## src/rtl/dq_abc_transform_seq_if.sv

```systemverilog
// Handshake and data bundle between a dq<->abc transform and its neighbours.
interface dq_abc_transform_seq_if #(
  parameter int N = 32
);
  logic                in_valid;
  logic                in_ready;
  logic                mode;
  logic signed [N-1:0] in0;
  logic signed [N-1:0] in1;
  logic signed [N-1:0] ctheta;
  logic signed [N-1:0] stheta;
  logic                out_valid;
  logic                out_ready;
  logic signed [N-1:0] out0;
  logic signed [N-1:0] out1;
  logic signed [N-1:0] out2;
  logic                ovf;
  logic                clear_ovf;

  modport master (
    output in_valid, mode, in0, in1, ctheta, stheta, out_ready, clear_ovf,
    input  in_ready, out_valid, out0, out1, out2, ovf
  );

  modport slave (
    input  in_valid, mode, in0, in1, ctheta, stheta, out_ready, clear_ovf,
    output in_ready, out_valid, out0, out1, out2, ovf
  );
endinterface

```

## src/rtl/dq_abc_transform_seq.sv

```systemverilog
// Sequential dq<->abc current transform: one shared Q-format multiplier, five products
// per transform, saturating adds and a sticky overflow flag.
module dq_abc_transform_seq #(
  parameter int N = 32,
  parameter int Q = 18
) (
  input logic                   clk,
  input logic                   rst_n,
  dq_abc_transform_seq_if.slave bus
);
  localparam int W = N + 2;
  localparam logic signed [N-1:0] K_S3H = N'($rtoi(0.8660254037844386 * (2.0 ** Q) + 0.5));
  localparam logic signed [N-1:0] K_IS3 = N'($rtoi(0.5773502691896258 * (2.0 ** Q) + 0.5));

  typedef enum logic [1:0] {S_IDLE, S_MUL, S_SUM, S_OUT} state_t;

  state_t              state_r, state_n;
  logic [2:0]          step_r, step_n;
  logic                in_ready_s, accept_s;
  logic                mode_r;
  logic signed [N-1:0] x0_r, x1_r, c_r, s_r;
  logic signed [N-1:0] p0_r, p1_r, p2_r, p3_r, p4_r;
  logic signed [N-1:0] out0_r, out1_r, out2_r;
  logic                out_valid_r, ovf_r;
  logic signed [N-1:0] mul_a_s, mul_b_s;
  logic signed [2*N-1:0] mul_a_w, mul_b_w, mul_full_s, mul_sh_s;
  logic signed [W-1:0] beta_inv_w, fsum_w, alpha_w, half_w, r0_w, r1_w, r2_w;
  logic signed [N-1:0] alpha_s;
  logic                pre_sat_s, sum_sat_s, set_ovf_s;

  function automatic logic fits_n(input logic signed [2*N-1:0] x);
    return (&x[2*N-1:N-1]) | ~(|x[2*N-1:N-1]);
  endfunction

  function automatic logic signed [N-1:0] sat_n(input logic signed [2*N-1:0] x);
    logic signed [N-1:0] r;
    if (fits_n(x)) begin
      r = x[N-1:0];
    end else if (x[2*N-1]) begin
      r = {1'b1, {(N-1){1'b0}}};
    end else begin
      r = {1'b0, {(N-1){1'b1}}};
    end
    return r;
  endfunction

  function automatic logic signed [2*N-1:0] ext_w(input logic signed [W-1:0] x);
    return {{(2*N-W){x[W-1]}}, x};
  endfunction

  function automatic logic signed [W-1:0] ext_n(input logic signed [N-1:0] x);
    return {{2{x[N-1]}}, x};
  endfunction

  // Next-state logic and input handshake
  always_comb begin
    state_n    = state_r;
    step_n     = step_r;
    in_ready_s = (state_r == S_IDLE) | ((state_r == S_OUT) & bus.out_ready);
    accept_s   = bus.in_valid & in_ready_s;
    case (state_r)
      S_IDLE: begin
        if (accept_s) begin
          state_n = S_MUL;
          step_n  = 3'd0;
        end else begin
          state_n = S_IDLE;
        end
      end
      S_MUL: begin
        if (step_r == 3'd4) begin
          state_n = S_SUM;
          step_n  = 3'd0;
        end else begin
          step_n = step_r + 3'd1;
        end
      end
      S_SUM: state_n = S_OUT;
      S_OUT: begin
        if (bus.out_ready) begin
          state_n = accept_s ? S_MUL : S_IDLE;
          step_n  = 3'd0;
        end else begin
          state_n = S_OUT;
        end
      end
      default: begin
        state_n = S_IDLE;
        step_n  = 3'd0;
      end
    endcase
  end

  // State register
  always_ff @(posedge clk or negedge rst_n) begin
    if (!rst_n) begin
      state_r <= S_IDLE;
      step_r  <= 3'd0;
    end else begin
      state_r <= state_n;
      step_r  <= step_n;
    end
  end

  // Multiplier operand selection; the pre-multiply sums are saturated to N bits first
  always_comb begin
    beta_inv_w = ext_n(p2_r) + ext_n(p3_r);
    fsum_w     = ext_n(x0_r) + (ext_n(x1_r) <<< 1);
    mul_a_s    = {N{1'b0}};
    mul_b_s    = {N{1'b0}};
    pre_sat_s  = 1'b0;
    if (mode_r) begin
      case (step_r)
        3'd0: begin
          mul_a_s   = K_IS3;
          mul_b_s   = sat_n(ext_w(fsum_w));
          pre_sat_s = ~fits_n(ext_w(fsum_w));
        end
        3'd1: begin mul_a_s = c_r; mul_b_s = x0_r; end
        3'd2: begin mul_a_s = s_r; mul_b_s = p0_r; end
        3'd3: begin mul_a_s = s_r; mul_b_s = x0_r; end
        3'd4: begin mul_a_s = c_r; mul_b_s = p0_r; end
        default: begin mul_a_s = {N{1'b0}}; mul_b_s = {N{1'b0}}; end
      endcase
    end else begin
      case (step_r)
        3'd0: begin mul_a_s = c_r; mul_b_s = x0_r; end
        3'd1: begin mul_a_s = s_r; mul_b_s = x1_r; end
        3'd2: begin mul_a_s = s_r; mul_b_s = x0_r; end
        3'd3: begin mul_a_s = c_r; mul_b_s = x1_r; end
        3'd4: begin
          mul_a_s   = K_S3H;
          mul_b_s   = sat_n(ext_w(beta_inv_w));
          pre_sat_s = ~fits_n(ext_w(beta_inv_w));
        end
        default: begin mul_a_s = {N{1'b0}}; mul_b_s = {N{1'b0}}; end
      endcase
    end
  end

  assign mul_a_w    = $signed({{N{mul_a_s[N-1]}}, mul_a_s});
  assign mul_b_w    = $signed({{N{mul_b_s[N-1]}}, mul_b_s});
  assign mul_full_s = mul_a_w * mul_b_w;
  assign mul_sh_s   = mul_full_s >>> Q;

  // Final adds in N+2 bits; alpha is saturated before it feeds ib/ic
  always_comb begin
    alpha_w = ext_n(p0_r) - ext_n(p1_r);
    alpha_s = sat_n(ext_w(alpha_w));
    half_w  = ext_n(alpha_s >>> 1);
    if (mode_r) begin
      r0_w      = ext_n(p1_r) + ext_n(p2_r);
      r1_w      = ext_n(p4_r) - ext_n(p3_r);
      r2_w      = {W{1'b0}};
      sum_sat_s = ~fits_n(ext_w(r0_w)) | ~fits_n(ext_w(r1_w));
    end else begin
      r0_w      = ext_n(alpha_s);
      r1_w      = ext_n(p4_r) - half_w;
      r2_w      = -half_w - ext_n(p4_r);
      sum_sat_s = ~fits_n(ext_w(alpha_w)) | ~fits_n(ext_w(r1_w)) | ~fits_n(ext_w(r2_w));
    end
  end

  assign set_ovf_s = ((state_r == S_MUL) & (pre_sat_s | ~fits_n(mul_sh_s)))
                   | ((state_r == S_SUM) & sum_sat_s);

  // Operand capture on accept; changes while busy are ignored
  always_ff @(posedge clk or negedge rst_n) begin
    if (!rst_n) begin
      mode_r <= 1'b0;
      x0_r   <= {N{1'b0}};
      x1_r   <= {N{1'b0}};
      c_r    <= {N{1'b0}};
      s_r    <= {N{1'b0}};
    end else if (accept_s) begin
      mode_r <= bus.mode;
      x0_r   <= bus.in0;
      x1_r   <= bus.in1;
      c_r    <= bus.ctheta;
      s_r    <= bus.stheta;
    end else begin
      mode_r <= mode_r;
    end
  end

  // Product registers, one per multiply step
  always_ff @(posedge clk or negedge rst_n) begin
    if (!rst_n) begin
      p0_r <= {N{1'b0}};
      p1_r <= {N{1'b0}};
      p2_r <= {N{1'b0}};
      p3_r <= {N{1'b0}};
      p4_r <= {N{1'b0}};
    end else if (state_r == S_MUL) begin
      case (step_r)
        3'd0:    p0_r <= sat_n(mul_sh_s);
        3'd1:    p1_r <= sat_n(mul_sh_s);
        3'd2:    p2_r <= sat_n(mul_sh_s);
        3'd3:    p3_r <= sat_n(mul_sh_s);
        3'd4:    p4_r <= sat_n(mul_sh_s);
        default: p0_r <= p0_r;
      endcase
    end else begin
      p0_r <= p0_r;
    end
  end

  // Result registers and output valid
  always_ff @(posedge clk or negedge rst_n) begin
    if (!rst_n) begin
      out0_r      <= {N{1'b0}};
      out1_r      <= {N{1'b0}};
      out2_r      <= {N{1'b0}};
      out_valid_r <= 1'b0;
    end else if (state_r == S_SUM) begin
      out0_r      <= sat_n(ext_w(r0_w));
      out1_r      <= sat_n(ext_w(r1_w));
      out2_r      <= sat_n(ext_w(r2_w));
      out_valid_r <= 1'b1;
    end else if ((state_r == S_OUT) & bus.out_ready) begin
      out_valid_r <= 1'b0;
    end else begin
      out_valid_r <= out_valid_r;
    end
  end

  // Sticky overflow; clear wins over a same-cycle set
  always_ff @(posedge clk or negedge rst_n) begin
    if (!rst_n) begin
      ovf_r <= 1'b0;
    end else if (bus.clear_ovf) begin
      ovf_r <= 1'b0;
    end else if (set_ovf_s) begin
      ovf_r <= 1'b1;
    end else begin
      ovf_r <= ovf_r;
    end
  end

  assign bus.in_ready  = in_ready_s;
  assign bus.out_valid = out_valid_r;
  assign bus.out0      = out0_r;
  assign bus.out1      = out1_r;
  assign bus.out2      = out2_r;
  assign bus.ovf       = ovf_r;
endmodule
```

## src/flat_wrapper.sv

```systemverilog
// flat-port wrapper written by rule: the top's interface ports become plain ports
module dq_abc_transform_seq_flat 
#(
  parameter int N = 32,
  parameter int Q = 18
)
  (clk, rst_n, bus_in_valid, bus_mode, bus_in0, bus_in1, bus_ctheta, bus_stheta, bus_out_ready, bus_clear_ovf, bus_in_ready, bus_out_valid, bus_out0, bus_out1, bus_out2, bus_ovf);
  dq_abc_transform_seq_if #(.N(N)) bus_i ();
  input logic clk;
  input logic rst_n;
  input wire logic [$bits(bus_i.in_valid)-1:0] bus_in_valid;
  input wire logic [$bits(bus_i.mode)-1:0] bus_mode;
  input wire logic [$bits(bus_i.in0)-1:0] bus_in0;
  input wire logic [$bits(bus_i.in1)-1:0] bus_in1;
  input wire logic [$bits(bus_i.ctheta)-1:0] bus_ctheta;
  input wire logic [$bits(bus_i.stheta)-1:0] bus_stheta;
  input wire logic [$bits(bus_i.out_ready)-1:0] bus_out_ready;
  input wire logic [$bits(bus_i.clear_ovf)-1:0] bus_clear_ovf;
  output wire logic [$bits(bus_i.in_ready)-1:0] bus_in_ready;
  output wire logic [$bits(bus_i.out_valid)-1:0] bus_out_valid;
  output wire logic [$bits(bus_i.out0)-1:0] bus_out0;
  output wire logic [$bits(bus_i.out1)-1:0] bus_out1;
  output wire logic [$bits(bus_i.out2)-1:0] bus_out2;
  output wire logic [$bits(bus_i.ovf)-1:0] bus_ovf;
  assign bus_i.in_valid = bus_in_valid;
  assign bus_i.mode = bus_mode;
  assign bus_i.in0 = bus_in0;
  assign bus_i.in1 = bus_in1;
  assign bus_i.ctheta = bus_ctheta;
  assign bus_i.stheta = bus_stheta;
  assign bus_i.out_ready = bus_out_ready;
  assign bus_i.clear_ovf = bus_clear_ovf;
  assign bus_in_ready = bus_i.in_ready;
  assign bus_out_valid = bus_i.out_valid;
  assign bus_out0 = bus_i.out0;
  assign bus_out1 = bus_i.out1;
  assign bus_out2 = bus_i.out2;
  assign bus_ovf = bus_i.ovf;
  dq_abc_transform_seq #(.N(N), .Q(Q)) u_core (.clk(clk), .rst_n(rst_n), .bus(bus_i));
endmodule
```

## config.mk

```make
export PLATFORM = sky130hd
export DESIGN_NAME = dq_abc_transform_seq_flat
export DESIGN_NICKNAME = d
export VERILOG_FILES = /design/src/rtl/dq_abc_transform_seq_if.sv /design/src/rtl/dq_abc_transform_seq.sv /design/src/flat_wrapper.sv
export SDC_FILE = /design/constraint.sdc
export NUM_CORES = 2
export LEC_CHECK = 0
export ABC_AREA = 1
export BUFFER_PORTS_ARGS = -buffer_cell sky130_fd_sc_hd__buf_4
export CORE_UTILIZATION = 40
export CTS_BUF_LIST = sky130_fd_sc_hd__clkbuf_4
export CTS_CLUSTER_DIAMETER = 150
export DETAILED_ROUTE_END_ITERATION = 16
export PLACE_DENSITY = 0.59
export REMOVE_ABC_BUFFERS = 1
export SLEW_MARGIN = 25
export SYNTH_ARGS = -nofsm -noshare
export SYNTH_HDL_FRONTEND = slang
export SYNTH_SLANG_ARGS = --single-unit
```

## constraint.sdc

```tcl
create_clock -name clk -period 12 [get_ports clk]
set_clock_uncertainty 0.2 [all_clocks]
set_input_delay 2.4 -clock clk [delete_from_list [all_inputs] [get_ports clk]]
set_output_delay 2.4 -clock clk [all_outputs]
set_load 0.01 [all_outputs]
```

==> results by group <==
Run status
  – Outcome: complete, no violations

Final layout
  – Layout area overhead: 10.9%
  – Final #Nets: 10500
  – Fill cells: 16900
  – Most frequent cells in the layout: 1917 x nand2_1, 1574 x inv_1, 1085 x fa_1
  – Post-route design area: 74500 sq um
  – Most common cell after layout, fill and taps aside: nand2_1
  – Sequential Area: 9810 sq um
  – Final Core Density: between 40% and 50%
  – Layout cell share with drive strength beyond 1: a little under an eighth
  – Multi-input gate area: 50200 sq um

Yosys
  – Top-area cell type share of the netlist area: roughly 32%
  – Mapped cell area: around 67000 sq um
  – Unique masters post-synth: roughly 70
  – Synth Flop Type: dfrtp_1
  – Syn avg cell area: ~7.9 sq um
  – Post-synthesis compound-gate area fraction: around a tenth
  – Post-synth EDFFs: 0
  – Synth warnings: 0
  – Cell taking the most area after synthesis: fa_1
  – Yosys reg bits: ~390
  – Post-synthesis mux area share: 1.51%
  – Largest cells by area after synthesis: fa_1 32%, dfrtp_1 15%, nand2_1 11%
  – Post-synthesis async set-or-reset flop share: between 90% and 100%
  – Synth Area in Adders: around two fifths
  – Seq/Total Area, Yosys: between 10% and 20%
  – Main combinational cell family by area after synthesis: adder cells
  – Post-Synth Simple-Gate Area: just under 20%
  – XOR/XNOR share of the synthesized area: under 10%
  – Post-Syn Instances: approximately 8500

Placed design
  – Post-DP HPWL: between 200000 and 250000 um
  – Area post-placement: about 73000 sq um
  – GPL Wtd Cong: around 1.0
  – Port Buf Inserts: between 200 and 250
  – Place WS: -0.132 ns

Drt
  – Antenna Nets Post-Route: 0
  – Routed wire per std cell: roughly 24 um
  – Length of the first detailed-routing pass in iterations: 9
  – Drt drc: 0
  – Vias/cell: approximately 5.4
  – Routed via count: 59500
  – Final wirelength: roughly 260000 um
  – Initial detailed-routing violation count: approximately 5600

Floorplan
  – Total die area: about 170000 sq um
  – Die Ht: slightly above 400 um
  – Cell Rows: 150
  – Die Span X: about 400 um
  – Boundary Pins: around 230
  – Initial Utilization: about two fifths
  – Core Footprint: about 170000 sq um

Worst setup path
  – CP most frequent cell: nand2_1
  – CP startpoint kind: flip-flop
  – CP Class: flip-flop to flip-flop
  – CP arrival: 12.24 ns
  – Max incr delay on CP: roughly 0.67 ns
  – Critical Path RT: 12.66 ns
  – Critical-path top delay cell: fa_1
  – CP Capture Type: flip-flop
  – Launch point of the worst path: u_core.step_r[0]
  – Crit Reg-Reg Startpoint: u_core.step_r[0]
  – Max FO, Critical Path: 14

Timing
  – Fin crit share: around 96%
  – Fin crit period: between 10 and 15 ns
  – Post-layout worst setup margin: approximately 0.42 ns
  – Fin. Hold Viols: 0
  – Final setup violation count: 0
  – Final Max Tran Viols: 0
  – Setup TNS: 0 ns
  – Slew headroom: about a quarter
  – Worst-margin pin slew: 1.10 ns
  – Fmax: 86.4 MHz

GRT
  – Vias in the first global route: around 60000
  – GR Overflow Total: 0
  – Initial antenna violation count: 18
  – GRT Util Overall: around 31%
  – Largest net degree at the start of global routing: 94
  – First-pass GRT wire length: ~390000 um

CTS
  – Longest Clk Path Bufs: 3
  – # H-tree levels: 3
  – Clock sink count: 392
  – CTS Buf Count: just under 100
  – Root Buffer: clkbuf_4
  – Clock Pin Slew Worst Setup and Hold Paths: roughly 0.070 ns
  – TritonCTS clock tree: done
  – Skew-Pair Late Insertion Delay: between 0.9 and 1 ns
  – Post-CTS Hold Buffers: 0

Job
  – Total of max-cap violations: 0

Hold path
  – Hold Crit Class: flip-flop to flip-flop
  – Worst Min Path Start: u_core.state_r[1]
-- stage by stage --
stage               hold WS (ns)  instances
floorplan                  0.249       8172
global placement           0.265      10900
detailed placement         0.281      10900
CTS                        0.289      11100
global route               0.325      11100
finish                     0.286      11100
-- sequential cells by signal, summed over array words and instances (netlist names) --
register,count
u_core.bus.out0,32
u_core.bus.out1,32
u_core.bus.out2,32
u_core.c_r,32
u_core.p0_r,32
u_core.p1_r,32
u_core.p2_r,32
u_core.p3_r,32
u_core.p4_r,32
u_core.s_r,32
u_core.x0_r,32
u_core.x1_r,32
u_core.step_r,3
u_core.state_r,2
u_core.bus.out_valid,1
u_core.bus.ovf,1
u_core.mode_r,1
-- metal layers --
layer  track usage, %  wire length [um]  vias to the layer above  part of all wire, %
met2             48.3            117000                     2433                   45
met1             41.9            110000                    30000                   42
li1                 -                 -                    26600                    -
met5                0                19                        -               0.0073
met4             14.4             14500                        4                  5.6
met3             4.75             19400                      492                  7.4
-- cell type report --
cell class | instances | area share [%]
multi-input cells | 6166 | 67.3
flip-flops and latches | 392 | 13.2
inverters | 1614 | 8.17
repair buffers | 529 | 5.93
well taps | 2204 | 3.70
clock buffers | 137 | 1.38
clock inverters | 27 | 0.254
diodes | 17 | 0.0571
repair inverters | 1 | 0.0101
-- critical path, delay by kind of cell, from the launching register on --
family / cells / cell delay [ns]
adder cells (fa/ha/maj): 10 / 4.80
AND/OR/NAND/NOR: 22 / 3.49
buffers and inverters: 9 / 2.21
flip-flops: 1 / 0.40
AO/OA/AOI/OAI: 2 / 0.32
-- cells in the mapped netlist (19+ instances only) --
master    instances
inv_2            20
nor2_1          882
o211ai_1         46
mux2_2           90
a21oi_1         514
xnor2_1          77
a21oi_2          19
fa_1           1089
nand2_2          55
o21ai_0         267
clkbuf_1        260
o21bai_1         28
dfrtp_1         392
nor3_1           49
o221ai_1         21
a22o_1           26
buf_2            27
a31oi_1          46
nand2_4          54
inv_1          1580
o21a_1           32
xor2_1          125
ha_1            468
nand3_1         194
nand2_1        1927
-- logic make-up after synthesis --
family                   after synthesis
buffers and inverters               1928
AND/OR/NAND/NOR                     3219
AO/OA/AOI/OAI                       1098
adder cells (fa/ha/maj)             1557
multiplexers                          90
XOR/XNOR                             202
flip-flops                           392
-- final timing paths --
kind                                         to  slack (ns)  cells after the start
min reg2reg                u_core.bus.out_valid        0.29                      1
min                        u_core.bus.out_valid        0.29                      1
max reg2reg                      u_core.p4_r[1]        0.42                     43
min in group asynchronous   u_core.bus.out1[28]        1.15                      1
max in group asynchronous       u_core.p2_r[30]        8.31                      3
max                              u_core.p4_r[1]        0.42                     43
-- timing repair --
item | 4_1_cts | 5_1_grt
gates resized for setup | 2 | 67
cloned | 0 | 3
buffers inserted | 0 | 10
setup endpoints to repair | 156 | 156
pin swaps | 0 | 7
Power is not shown: default switching activity piles up to over one toggle a cycle in this logic, so the estimate is an artifact.
